File: config.mk
export PLATFORM = sky130hd
export DESIGN_NAME = des_round_ctrl
export DESIGN_NICKNAME = d
export VERILOG_FILES = /design/src/rtl/des_round_ctrl.sv
export SDC_FILE = /design/constraint.sdc
export NUM_CORES = 1
export LEC_CHECK = 0
export CAP_MARGIN = 10
export CORE_UTILIZATION = 55
export CTS_CLUSTER_DIAMETER = 50
export DETAILED_ROUTE_END_ITERATION = 8
export DONT_BUFFER_PORTS = 1
export PLACE_DENSITY_LB_ADDON = 0.25
export SYNTH_ARGS = -nofsm -noshare
export SYNTH_HDL_FRONTEND = slang
export SYNTH_SLANG_ARGS = --single-unit
File: constraint.sdc
create_clock -name wb_clk_i -period 5.6 [get_ports wb_clk_i]
set_clock_uncertainty 0.1 [all_clocks]
set_input_delay 1.4 -clock wb_clk_i [delete_from_list [all_inputs] [get_ports wb_clk_i]]
set_output_delay 1.4 -clock wb_clk_i [all_outputs]
set_load 0.01 [all_outputs]
File: src/rtl/des_round_ctrl.sv
// Sequencing controller for the iterative DES core: load/round/final strobes, key-rotation schedule, output handshake.
// Optional 3DES EDE sequencing is enabled by defining DES_TRIPLE_EN.
module des_round_ctrl #(
  parameter int unsigned ROUND_CYCLES = 1,
  parameter int unsigned CNT_W        = 16
) (
  input  logic             wb_clk_i,
  input  logic             wb_rst_i,
  input  logic             i_in_valid,
  input  logic             i_decrypt,
  output logic             o_in_ready,
  output logic             o_out_valid,
  input  logic             i_out_ready,
  output logic             o_dp_load,
  output logic             o_dp_round,
  output logic [1:0]       o_dp_shift,
  output logic             o_dp_dir,
  output logic [3:0]       o_dp_round_idx,
  output logic             o_dp_final,
  output logic [1:0]       o_key_sel,
  output logic             o_busy,
  output logic [CNT_W-1:0] o_blocks_done
);

  localparam int unsigned SUB_W = 2;
  localparam int unsigned RND_W = 4;
  localparam logic [SUB_W-1:0] SUB_LAST = SUB_W'(ROUND_CYCLES - 1);
`ifdef DES_TRIPLE_EN
  localparam logic [1:0] LAST_PASS = 2'd2;
`else
  localparam logic [1:0] LAST_PASS = 2'd0;
`endif

  typedef enum logic [2:0] {
    S_IDLE  = 3'd0,
    S_LOAD  = 3'd1,
    S_ROUND = 3'd2,
    S_FINAL = 3'd3,
    S_DONE  = 3'd4
  } state_e;

  state_e             state_q, state_d;
  logic [SUB_W-1:0]   sub_q, sub_d;
  logic [RND_W-1:0]   round_q, round_d;
  logic               dec_q, dec_d;
  logic [1:0]         pass_q, pass_d;
  logic [CNT_W-1:0]   cnt_q, cnt_d;

  logic               in_ready_q, in_ready_d;
  logic               out_valid_q, out_valid_d;
  logic               load_q, load_d;
  logic               rnd_q, rnd_d;
  logic               final_q, final_d;
  logic [1:0]         shift_q, shift_d;
  logic               dir_q, dir_d;
  logic [1:0]         key_sel_q, key_sel_d;
  logic               busy_q, busy_d;
  logic               op_dec;
  logic [1:0]         key_slot;

  // Key-schedule rotation: decrypt starts from the fully rotated key, so round 0 needs no shift.
  function automatic logic [1:0] shift_amt(input logic [RND_W-1:0] rnd, input logic dec);
    if (dec && rnd == 4'd0)                                          return 2'd0;
    else if (rnd == 4'd0 || rnd == 4'd1 || rnd == 4'd8 || rnd == 4'd15) return 2'd1;
    else                                                             return 2'd2;
  endfunction

  always_comb begin
    state_d = state_q;
    sub_d   = sub_q;
    round_d = round_q;
    dec_d   = dec_q;
    pass_d  = pass_q;
    cnt_d   = cnt_q;

    case (state_q)
      S_IDLE: begin
        if (i_in_valid) begin
          state_d = S_LOAD;
          dec_d   = i_decrypt;
          pass_d  = 2'd0;
        end
      end
      S_LOAD: begin
        state_d = S_ROUND;
        round_d = 4'd0;
        sub_d   = '0;
      end
      S_ROUND: begin
        if (sub_q == SUB_LAST) begin
          sub_d   = '0;
          round_d = round_q + 4'd1;
          if (round_q == 4'd15) state_d = S_FINAL;
        end else begin
          sub_d = sub_q + SUB_W'(1);
        end
      end
      S_FINAL: begin
        if (pass_q == LAST_PASS) begin
          state_d = S_DONE;
          cnt_d   = cnt_q + CNT_W'(1);
        end else begin
          pass_d  = pass_q + 2'd1;
          state_d = S_LOAD;
        end
      end
      S_DONE: begin
        if (i_out_ready) state_d = S_IDLE;
      end
      default: state_d = S_IDLE;
    endcase

    // EDE: the middle pass runs the opposite operation; decrypt walks the keys in reverse.
`ifdef DES_TRIPLE_EN
    op_dec   = dec_d ^ (pass_d == 2'd1);
    key_slot = dec_d ? (2'd2 - pass_d) : pass_d;
`else
    op_dec   = dec_d;
    key_slot = 2'd0;
`endif

    in_ready_d  = (state_d == S_IDLE);
    out_valid_d = (state_d == S_DONE);
    busy_d      = (state_d != S_IDLE);
    load_d      = (state_d == S_LOAD);
    final_d     = (state_d == S_FINAL);
    rnd_d       = (state_d == S_ROUND) && (sub_d == SUB_LAST);
    shift_d     = rnd_d ? shift_amt(round_d, op_dec) : 2'd0;
    dir_d       = busy_d ? op_dec : 1'b0;
    key_sel_d   = busy_d ? key_slot : 2'd0;
  end

  always_ff @(posedge wb_clk_i) begin
    if (wb_rst_i) begin
      state_q     <= S_IDLE;
      sub_q       <= '0;
      round_q     <= '0;
      dec_q       <= 1'b0;
      pass_q      <= 2'd0;
      cnt_q       <= '0;
      in_ready_q  <= 1'b1;
      out_valid_q <= 1'b0;
      busy_q      <= 1'b0;
      load_q      <= 1'b0;
      rnd_q       <= 1'b0;
      final_q     <= 1'b0;
      shift_q     <= 2'd0;
      dir_q       <= 1'b0;
      key_sel_q   <= 2'd0;
    end else begin
      state_q     <= state_d;
      sub_q       <= sub_d;
      round_q     <= round_d;
      dec_q       <= dec_d;
      pass_q      <= pass_d;
      cnt_q       <= cnt_d;
      in_ready_q  <= in_ready_d;
      out_valid_q <= out_valid_d;
      busy_q      <= busy_d;
      load_q      <= load_d;
      rnd_q       <= rnd_d;
      final_q     <= final_d;
      shift_q     <= shift_d;
      dir_q       <= dir_d;
      key_sel_q   <= key_sel_d;
    end
  end

  assign o_in_ready     = in_ready_q;
  assign o_out_valid    = out_valid_q;
  assign o_busy         = busy_q;
  assign o_dp_load      = load_q;
  assign o_dp_round     = rnd_q;
  assign o_dp_final     = final_q;
  assign o_dp_shift     = shift_q;
  assign o_dp_dir       = dir_q;
  assign o_dp_round_idx = round_q;
  assign o_key_sel      = key_sel_q;
  assign o_blocks_done  = cnt_q;

endmodule
== Word-level counts from Yosys, hierarchy flattened ==
Cells that the tools add are included.
Storage, ports and cells
  bits in registers: 37
  input bits: 5
  output and inout port bits: 31
  logic and storage cells: 67
Operators by class
  $add $sub $neg: 4
  equality and inequality tests: 14
  muxes and demuxes: 16
  bitwise logic cells: 2
  reductions and logical operators: 17
Operator list (number)
  adder 16 x 1 -> 16 bit (second input constant): 1
  2-to-1 mux 3 bit: 5
  one-hot mux 3 bit (5 select lines): 1
  == test 3 x 2 -> 1 bit (second input constant): 4
  == test 4 bit (second input constant): 3
  2-to-1 mux 2 bit: 4
  one-hot mux 2 bit (2 select lines): 2
  one-hot mux 4 bit (2 select lines): 1
  == test 3 x 1 -> 1 bit (second input constant): 2
  == test 3 bit (second input constant): 2
  zero test 2 bit: 3
  zero test 3 bit: 2
  adder 2 x 1 -> 2 bit (second input constant): 2
  adder 4 x 1 -> 4 bit (second input constant): 1
  == test 4 x 1 -> 1 bit (second input constant): 1
  zero test 4 bit: 1
  2-to-1 mux 4 bit: 1
  != test 2 bit (second input constant): 2
  logical OR 1 bit: 3
  AND reduction 3 bit: 1
  nonzero test 3 bit: 1
  OR reduction 3 bit: 1
  logical AND 1 bit: 2
  2-to-1 mux 1 bit: 2
  4 further kinds: 5

== Longest topological paths before layout ==
Gate-level depths: netlist (run 1).
  depth in word-level cells: 8
  depth in mapped cells: 8
  gate-level depth less buffers: 8

== Worst setup path after synthesis (run 1) ==
OpenSTA, ideal clock, no wires.
  path kind: input to register
  start point: input port i_in_valid
  end point: register shift_q[1] (netlist: o_dp_shift[1])
  setup time: 0.125 ns
  arrival: 2.386 ns
  required time: 5.375 ns
  path slack: 2.989 ns
  stages on the path: 5
  path buffers: 0
  cells stage by stage: or3b_1 > a21oi_1 > a41o_2 > nand4b_1 > nor3_1
On the way
  cells in the longest elaborated chain, start to end: 6
  elaborated cells on any way between the ends: 9
  classes of those cells: eq/ne (1); mux (4); bitwise (1); reduce/logical (3)
Ends and longest elaborated chain
  from (decl): line 9  | input logic i_in_valid,
  2-to-1 mux 3 bit: line 78  | if (i_in_valid) begin
  one-hot mux 3 bit (5 select lines): line 76  | case (state_q)
  == test 3 x 2 -> 1 bit: line 127  | rnd_d = (state_d == S_ROUND) && (sub_d == SUB_LAST);
  logical AND 1 bit: line 127
  inverter 1 bit (no source line)
  OR reduction 3 bit (no source line) (*)
  to (signal assigned): line 163  | shift_q <= shift_d;
  to (decl): line 54  | logic [1:0] shift_q, shift_d;
Mark *: on every way between the ends. The rest lies on a longest branch, timed or not.
A chain may end at the register's enable or synchronous reset.

== Final worst setup path (run 1) ==
Ends and elaborated chain as after synthesis.

==> results of run 1 <==
## cell families after synthesis
family	Yosys count	synth area share, %
XOR/XNOR	12	6.11
buffers and inverters	19	5.46
multiplexers	1	0.582
flip-flops	37	43.1
AO/OA/AOI/OAI	35	13.7
other	1	0.218
adder cells (fa/ha/maj)	5	3.64
AND/OR/NAND/NOR	85	27.2
## power breakdown
part | total (W) | switching [W] | internal [W]
Clock | 0.000166 | 0.0000913 | 0.0000752
Combinational | 0.0000306 | 0.0000177 | 0.0000128
Sequential | 0.000280 | 0.0000101 | 0.000270
## placed cells by master (no fill, tap or decap), drive strengths merged, types with 2 or more instances in the layout
master,count
dfxtp,37
nor2,32
nand2,15
a21oi,13
inv,12
o21ai,9
xor2,8
clkbuf,7
nand3,5
ha,5
xnor2,4
nand4,4
nor3,4
and3,4
nand3b,3
nand2b,3
a21o,3
or3,3
nor2b,3
and2,2
conb,2
## cells in the mapped netlist (2+ instances only)
| library cell | instances | area (um^2) |
|---|---|---|
| dfxtp_1 | 37 | 741 |
| nor2_1 | 30 | 113 |
| nand2_1 | 15 | 56.3 |
| a21oi_1 | 11 | 55.1 |
| inv_1 | 10 | 37.5 |
| o21ai_0 | 9 | 45.0 |
| xor2_1 | 8 | 70.1 |
| ha_1 | 5 | 62.6 |
| nand3_1 | 5 | 25.0 |
| buf_4 | 4 | 30.0 |
| xnor2_1 | 4 | 35.0 |
| a21o_1 | 3 | 22.5 |
| and3_1 | 3 | 18.8 |
| nand2b_1 | 3 | 18.8 |
| nand3b_1 | 3 | 22.5 |
| nand4_1 | 3 | 18.8 |
| nor3_1 | 3 | 15.0 |
| or3_1 | 3 | 18.8 |
| a21oi_2 | 2 | 17.5 |
| and2_1 | 2 | 12.5 |
| clkbuf_1 | 2 | 7.51 |
| nor2_2 | 2 | 12.5 |
| nor2b_1 | 2 | 12.5 |
## per-stage QoR
stage / area [um^2] / power (W)
after CTS: 1780 / 0.000480
after floorplan: 1720 / 0.000315
after global routing: 1780 / 0.000496
final: 1780 / 0.000477
after global placement: 1710 / 0.000315
after detailed placement: 1710 / 0.000316
## worst min-delay path, stage by stage (launching register included)
cell,delay [ps]
dfxtp_1,330
o21ai_0,60
a21oi_1,60
## routing by layer
| metal | global-route usage [%] | vias up |
|---|---|---|
| met5 | 0 | - |
| met4 | 9.52 | 0 |
| met3 | 5.36 | 6 |
| met2 | 38.1 | 35 |
| met1 | 24.4 | 597 |
| li1 | - | 664 |
## worst paths after layout
kind,end,cells past startpoint,slack (ps)
max,o_dp_shift[1],5,3150
min,sub_q[0],2,380
max reg2reg,o_dp_shift[0],6,3450
min reg2reg,sub_q[0],2,380
## sequential cells by signal, summed over array words and instances (netlist names), 2 cells and up
name	count
o_blocks_done	16
o_dp_round_idx	4
state_q	3
o_dp_shift	2
pass_q	2
sub_q	2
## cell type report
type / count / area [um^2] / share of cell area [%]
clock buffers: 7 / 65.1 / 3.65
clock inverters: 1 / 8.76 / 0.491
inverters: 11 / 41.3 / 2.32
multi-input cells: 140 / 888 / 49.8
flip-flops and latches: 37 / 741 / 41.5
well taps: 31 / 38.8 / 2.18
==> impl_metrics.py, run 1 <==
metrics = {
    "outcome": {
        "outcome": "complete, but fails checks",
        "violations": "design-rule violations",
    },
    "timing": {
        "rsz0062_at_grt": "false",
        "setup_viol": 0,
        "drv_slew": 0,
        "fmax_ghz": 0.408,
        "relSlewSlack_pct": 63.1,
        "finalWorstSetupSlack_ps": 3150,
        "hold-worst-slack_ps": 382,
        "finalCriticalPeriod_ps": 2450,
        "tns_ps": 0,
        "tightest_slew_ps": 553,
        "final.period_utilization_pct": 43.8,
        "hold_violations": 0,
    },
    "setup_path": {
        "cp_num_buf_inv": 0,
        "cp_slowest_cell": "a21oi_1",
        "critical_path_class": "in -> reg",
        "path_delay_family": "simple AND/OR/NAND/NOR gates",
        "cp_data_required_time_ps": 5730,
        "path_max_fanout": 5,
        "max_stage_delay_ps": 370,
        "reg2reg_from": "state_q[1]",
        "startpoint": "i_in_valid",
        "crit_path_cell_trace": "or3b_1 -> a21oi_1 -> a41o_2 -> nand4b_1 -> nor3_1",
        "cp-end-kind": "flip-flop",
        "start_kind": "primary input",
        "cp.arrival_ps": 2580,
    },
    "route": {
        "vias_per_cell": 5.74,
        "final_antenna_net_count": 0,
        "drt_iter0_drc": 51,
        "met1Wirelength_um": 1400,
        "drc": 3,
        "top_layer": "met4",
        "totalWireLength_um": 3320,
        "wl_met3_um": 143,
        "wl_met2_um": 1720,
        "vias": 1302,
        "drtPass1Iterations": 6,
        "wire_per_inst_um": 14.6,
    },
    "clock_network": {
        "cts_setup_buffers": 0,
        "cts_resized": 0,
        "htreeDepth": 2,
        "cts_tree": "built",
        "cts_buffers": 5,
        "cts_sinks": 37,
        "root_buffer": "clkbuf_4",
        "clock_latency_ps": 340,
        "postCtsHoldBufs": 0,
        "clock_path_buffers": 2,
        "clk_transition_reported_paths_ps": 120,
    },
    "hold_path": {
        "min_path_type": "reg -> reg",
        "hp-start": "sub_q[0]",
    },
    "logic_synthesis": {
        "async_flop_share_pct": 0,
        "synth-seq-cells": 37,
        "ys_seq_area_share_pct": 43.1,
        "ys_warn_count": 0,
        "synthCells": 195,
        "syn-cell-area_um2": 1720,
        "synth_area_per_cell_um2": 8.82,
        "synth_edf_count": 0,
        "synth-main-ff-cell": "dfxtp_1",
        "synthDistinctLibCells": 49,
    },
    "floorplanning": {
        "die_y_um": 57.9,
        "die-area_um2": 3350,
        "core_area_um2": 2850,
        "rows": 19,
        "initial_core_util_pct": 60.3,
        "ios": 36,
        "die-width_um": 57.9,
    },
    "place": {
        "place_ws_ps": 2830,
        "place_hpwl_um": 2350,
        "dp_cells": 219,
        "gp_congestion": 0.854,
        "numPortBuffers": 0,
    },
    "global_routing": {
        "antenna_found_initial": 0,
        "grt_pass1_vias": 1277,
        "grt_pass1_wl_um": 5540,
        "grt_usage_pct": 21.5,
        "grt_max_degree": 32,
        "grt_remaining_overflow": 0,
    },
    "power": {
        "ir_drop_mv": 0.136,
        "power.density_nw_per_um2": 267,
        "leakage_nw": 0.700,
    },
    "layout": {
        "n_fill_cell": 260,
        "final_cells": 227,
        "nets": 205,
        "n_antenna_cell": 0,
        "drive_gt1_share_pct": 10.2,
        "finish.utilization_pct": 62.5,
        "syn2layout_area_growth_pct": 3.71,
    },
    "flow_run": {
        "drv_cap": 0,
    },
}
(Power assumes the default switching activity.)
==> run 2: changes to the inputs <==
- clock period: 5.6 -> 2.05 ns (I/O delays scaled with it)
==> impl_metrics.py, run 2 (synthesis gave the netlist of run 1 again) <==
metrics = {
    "power": {
        "leakage_nw": 0.833,
        "total_power_w": 0.00149,
        "ir_drop_mv": 0.629,
        "power.density_nw_per_um2": 750,
        "p_seq_share_pct": 50.6,
        "p_int_w": 0.00116,
        "power.switching_w": 0.000327,
        "p_sw_share_pct": 21.9,
        "clkPwrFrac_pct": 41.7,
        "pwr-share-comb_pct": 7.8,
    },
    "setup_path": {
        "path_max_fanout": 4,
        "cp.arrival_ps": 2170,
        "cp-end-kind": "flip-flop",
        "cp_data_required_time_ps": 2190,
        "start_kind": "flip-flop",
        "critical_path_class": "reg -> reg",
    },
    "timing": {
        "hold_violations": 0,
        "fmax_ghz": 0.494,
        "drv_slew": 0,
        "final.period_utilization_pct": 98.8,
        "setup_viol": 0,
        "finalCriticalPeriod_ps": 2030,
        "rsz0062_at_grt": "true",
        "tns_ps": 0,
    },
    "layout": {
        "nets": 224,
        "n_antenna_cell": 0,
        "largest_register_ffs": 16,
        "layout_common_cells": "dfxtp_1, nor2_1, buf_4",
        "layout_commonest_cell": "dfxtp_1",
        "syn2layout_area_growth_pct": 15.7,
        "postLayoutCellArea_um2": 1990,
        "drive_gt1_share_pct": 20.9,
        "n_fill_cell": 230,
    },
    "floorplanning": {
        "rows": 19,
        "ios": 36,
        "initial_core_util_pct": 60.3,
        "core_area_um2": 2850,
        "die_y_um": 57.9,
        "die-width_um": 57.9,
        "die-area_um2": 3350,
    },
    "outcome": {
        "outcome": "complete, but fails checks",
        "violations": "design-rule violations",
    },
    "clock_network": {
        "cts_buffers": 5,
        "root_buffer": "clkbuf_4",
        "clock_latency_ps": 340,
        "clk_transition_reported_paths_ps": 110,
        "htreeDepth": 2,
        "cts_sinks": 37,
        "clock_path_buffers": 2,
        "postCtsHoldBufs": 0,
        "cts_tree": "built",
    },
    "global_routing": {
        "grt_remaining_overflow": 0,
        "grt_max_degree": 32,
        "grt_pass1_vias": 1397,
        "grt_usage_pct": 24.0,
        "antenna_found_initial": 0,
        "grt_pass1_wl_um": 6140,
    },
    "route": {
        "wire_per_inst_um": 14.7,
        "vias_per_cell": 5.86,
        "drtPass1Iterations": 9,
        "drt_iter0_drc": 61,
        "final_antenna_net_count": 0,
        "drc": 2,
        "vias": 1441,
        "totalWireLength_um": 3600,
    },
    "place": {
        "gp_congestion": 0.936,
        "place_area_um2": 1810,
        "numPortBuffers": 0,
        "place_hpwl_um": 2550,
    },
    "hold_path": {
        "min_path_type": "in -> reg",
    },
    "flow_run": {
        "drv_cap": 0,
    },
}
## run 2: final timing paths
| path | endpoint | cells after the start | slack [ps] | from |
|---|---|---|---|---|
| setup / recovery | o_dp_shift[0] | 8 | 20 | sub_q[0] |
| setup reg to reg | o_dp_shift[0] | 8 | 20 | sub_q[0] |
| hold / removal | sub_q[0] | 1 | 110 | wb_rst_i |
| hold reg to reg | sub_q[0] | 2 | 390 | sub_q[0] |
## run 2: layer usage
layer | track usage, % | share of wire, %
met1 | 27.7 | 41
met2 | 41.2 | 52
met3 | 6.03 | 4.5
met4 | 11.9 | 2.2
met5 | 0 | 0
## run 2: metrics by stage
stage | hold WS (ps) | worst slack [ps] | instances | utilization, %
after floorplan | 354 | 109 | 196 | -
after global placement | 358 | 77.4 | 233 | 63.6
after detailed placement | 366 | -32.2 | 233 | 63.6
after CTS | 108 | 23.8 | 246 | 69.0
after global routing | 91.1 | -48.7 | 246 | 69.7
final | 112 | 23.7 | 246 | 69.7
## run 2: area by class of cell
class	instances	area, um^2	area share, %
clock buffer	5	37.5	1.89
sequential	37	743	37.4
multi-input combinational	140	921	46.3
clock inverter	3	65.1	3.27
tap	31	38.8	1.95
inverter	11	41.3	2.08
timing repair buffer	19	143	7.17
## run 2: repair_timing
item,4_1_cts,5_1_grt
endpoints found under the hold margin,0,0
endpoints found under the setup margin,2,4
resized for setup,6,3
buffers inserted,5,1
pin swaps,5,7
## run 2: power by group through the flow
| stage | logic, W | clock network (W) | registers (W) |
|---|---|---|---|
| 2_1_floorplan | 0.0000904 | 0 | 0.000769 |
| 3_3_place_gp | 0.000110 | 0 | 0.000770 |
| 3_5_place_dp | 0.000113 | 0 | 0.000771 |
| 4_1_cts | 0.000115 | 0.000631 | 0.000754 |
| 5_1_grt | 0.000127 | 0.000664 | 0.000757 |
| 6_report | 0.000116 | 0.000621 | 0.000754 |
## run 2: critical path: stages, from the launching register on
cell     delay, ps
dfxtp_2        340
inv_2           70
ha_4           130
nand4_1        110
or4b_1         520
and3_4         210
o211a_1        230
a21oi_2        150
nor2_2          60
==> run 3: changes to the inputs <==
- CAP_MARGIN: 10 -> unset
- SETUP_SLACK_MARGIN: unset -> 0.15
- SLEW_MARGIN: unset -> 20
==> impl_metrics.py, run 3 (synthesis gave the netlist of run 1 again) <==
metrics = {
    "floorplanning": {
        "die-area_um2": 3350,
        "core_area_um2": 2850,
        "initial_core_util_pct": 60.3,
        "rows": 19,
        "die_y_um": 57.9,
        "die-width_um": 57.9,
        "ios": 36,
    },
    "route": {
        "drc": 1,
        "vias_per_cell": 5.84,
        "drtPass1Iterations": 8,
        "drt_iter0_drc": 164,
        "totalWireLength_um": 3540,
        "wire_per_inst_um": 14.5,
        "vias": 1432,
        "final_antenna_net_count": 0,
    },
    "setup_path": {
        "crit_path_cell_trace": "inv_2 -> ha_4 -> buf_4 -> and3b_1 -> a32o_1 -> a21oi_2 -> o211a_1 -> a21oi_2 -> nor2_2",
        "r2r_slack_ps": 120,
        "cp.arrival_ps": 2120,
        "path_delay_family": "compound AO/OA/AOI/OAI gates",
        "critical_path_class": "reg -> reg",
        "cp_num_buf_inv": 2,
        "cp_slowest_cell": "dfxtp_2",
        "cp_data_required_time_ps": 2240,
        "start_kind": "flip-flop",
        "timing.rr.end": "o_dp_shift[0]",
        "path_max_fanout": 4,
        "r2r_cells": 9,
        "cp-end-kind": "flip-flop",
        "crit_top_cell": "a21oi_2",
        "max_stage_delay_ps": 350,
        "reg2reg_from": "sub_q[1]",
    },
    "timing": {
        "drv_slew": 0,
        "setup_viol": 0,
        "hold_violations": 0,
        "rsz0062_at_grt": "true",
        "final.period_utilization_pct": 94.1,
        "finalCriticalPeriod_ps": 1930,
        "fmax_ghz": 0.518,
        "tns_ps": 0,
    },
    "power": {
        "power.density_nw_per_um2": 677,
        "pwr-share-comb_pct": 8.0,
        "leakage_nw": 0.823,
        "ir_drop_mv": 0.427,
        "p_sw_share_pct": 23.1,
        "power.switching_w": 0.000309,
        "p_int_w": 0.00103,
        "p_seq_share_pct": 56.5,
        "clkPwrFrac_pct": 35.6,
    },
    "place": {
        "numPortBuffers": 0,
        "place_hpwl_um": 2460,
        "gp_congestion": 0.923,
        "dp_cells": 231,
    },
    "layout": {
        "n_fill_cell": 229,
        "syn2layout_area_growth_pct": 15.1,
        "layout_commonest_cell": "dfxtp_1",
        "final_cells": 245,
        "nets": 224,
        "drive_gt1_share_pct": 22.9,
        "layout_common_cells": "dfxtp_1, nor2_1, buf_4",
        "largest_register_ffs": 16,
        "n_antenna_cell": 0,
    },
    "flow_run": {
        "drv_cap": 0,
    },
    "outcome": {
        "violations": "design-rule violations",
        "outcome": "complete, but fails checks",
    },
    "hold_path": {
        "whs_endpoint": "sub_q[1]",
        "hp-start": "wb_rst_i",
        "whs_path_depth": 1,
        "min_path_type": "in -> reg",
    },
    "clock_network": {
        "clock_path_buffers": 2,
        "cts_tree": "built",
        "root_buffer": "clkbuf_4",
        "cts_sinks": 37,
        "cts_buffers": 5,
        "clk_transition_reported_paths_ps": 110,
        "clock_latency_ps": 340,
        "htreeDepth": 2,
    },
    "global_routing": {
        "grt_pass1_vias": 1291,
        "grt_pass1_wl_um": 5730,
        "antenna_found_initial": 0,
        "grt_usage_pct": 22.6,
        "grt_remaining_overflow": 0,
        "grt_max_degree": 32,
    },
}
[run 3: final cells by class]
cell class	count	area, um^2	area share, %
clock buffers	5	37.5	1.90
inverters	11	41.3	2.09
repair buffers	19	143	7.21
multi-input cells	140	938	47.4
clock inverters	2	35.0	1.77
well taps	31	38.8	1.96
flip-flops and latches	37	744	37.6
[run 3: power groups by stage]
stage	sequential, W	combinational [W]	clock (W)
after floorplan	0.000769	0.0000900	0
after global placement	0.000772	0.000100	0
after detailed placement	0.000773	0.000101	0
after CTS	0.000756	0.000105	0.000487
after global routing	0.000759	0.000119	0.000520
final	0.000756	0.000107	0.000477
[run 3: how the worst max path moves through the flow]
stage                    end  startpoint  slack (ps)  cells past startpoint
5_1_grt        o_dp_shift[0]    sub_q[0]          30                      8
3_5_place_dp   o_dp_shift[0]    sub_q[1]          60                      8
3_3_place_gp   o_dp_shift[0]    sub_q[1]         100                      8
6_report       o_dp_shift[0]    sub_q[1]         120                      9
4_1_cts        o_dp_shift[0]    sub_q[0]         120                      8
2_1_floorplan  o_dp_shift[0]    sub_q[1]         150                      8
[run 3: metrics by stage]
step	worst slack, ps	power (W)	hold WS [ps]	util (%)	cell area, um^2
floorplan	152	0.000859	366	-	1740
global placement	104	0.000872	367	63.6	1810
detailed placement	61.6	0.000874	394	63.6	1810
CTS	119	0.00135	109	67.6	1930
global route	29.8	0.00140	102	69.3	1980
finish	120	0.00134	129	69.3	1980
[run 3: metal layers]
metal / up-vias / wire length [um] / part of all wire, % / track usage (%)
met1: 681 / 1460 / 41 / 26.5
met2: 43 / 1830 / 52 / 37.8
met3: 7 / 174 / 4.9 / 7.14
met5: - / 0 / 0 / 0
met4: 0 / 74 / 2.1 / 10.5
li1: 701 / - / - / -
[run 3: timing repair]
item / in CTS / in global routing
gates resized for setup: 4 / 6
hold buffers: 0 / 0
gates cloned: 0 / 0
endpoints found under the setup margin: 4 / 7
pin swaps: 3 / 2
buffers inserted: 3 / 4
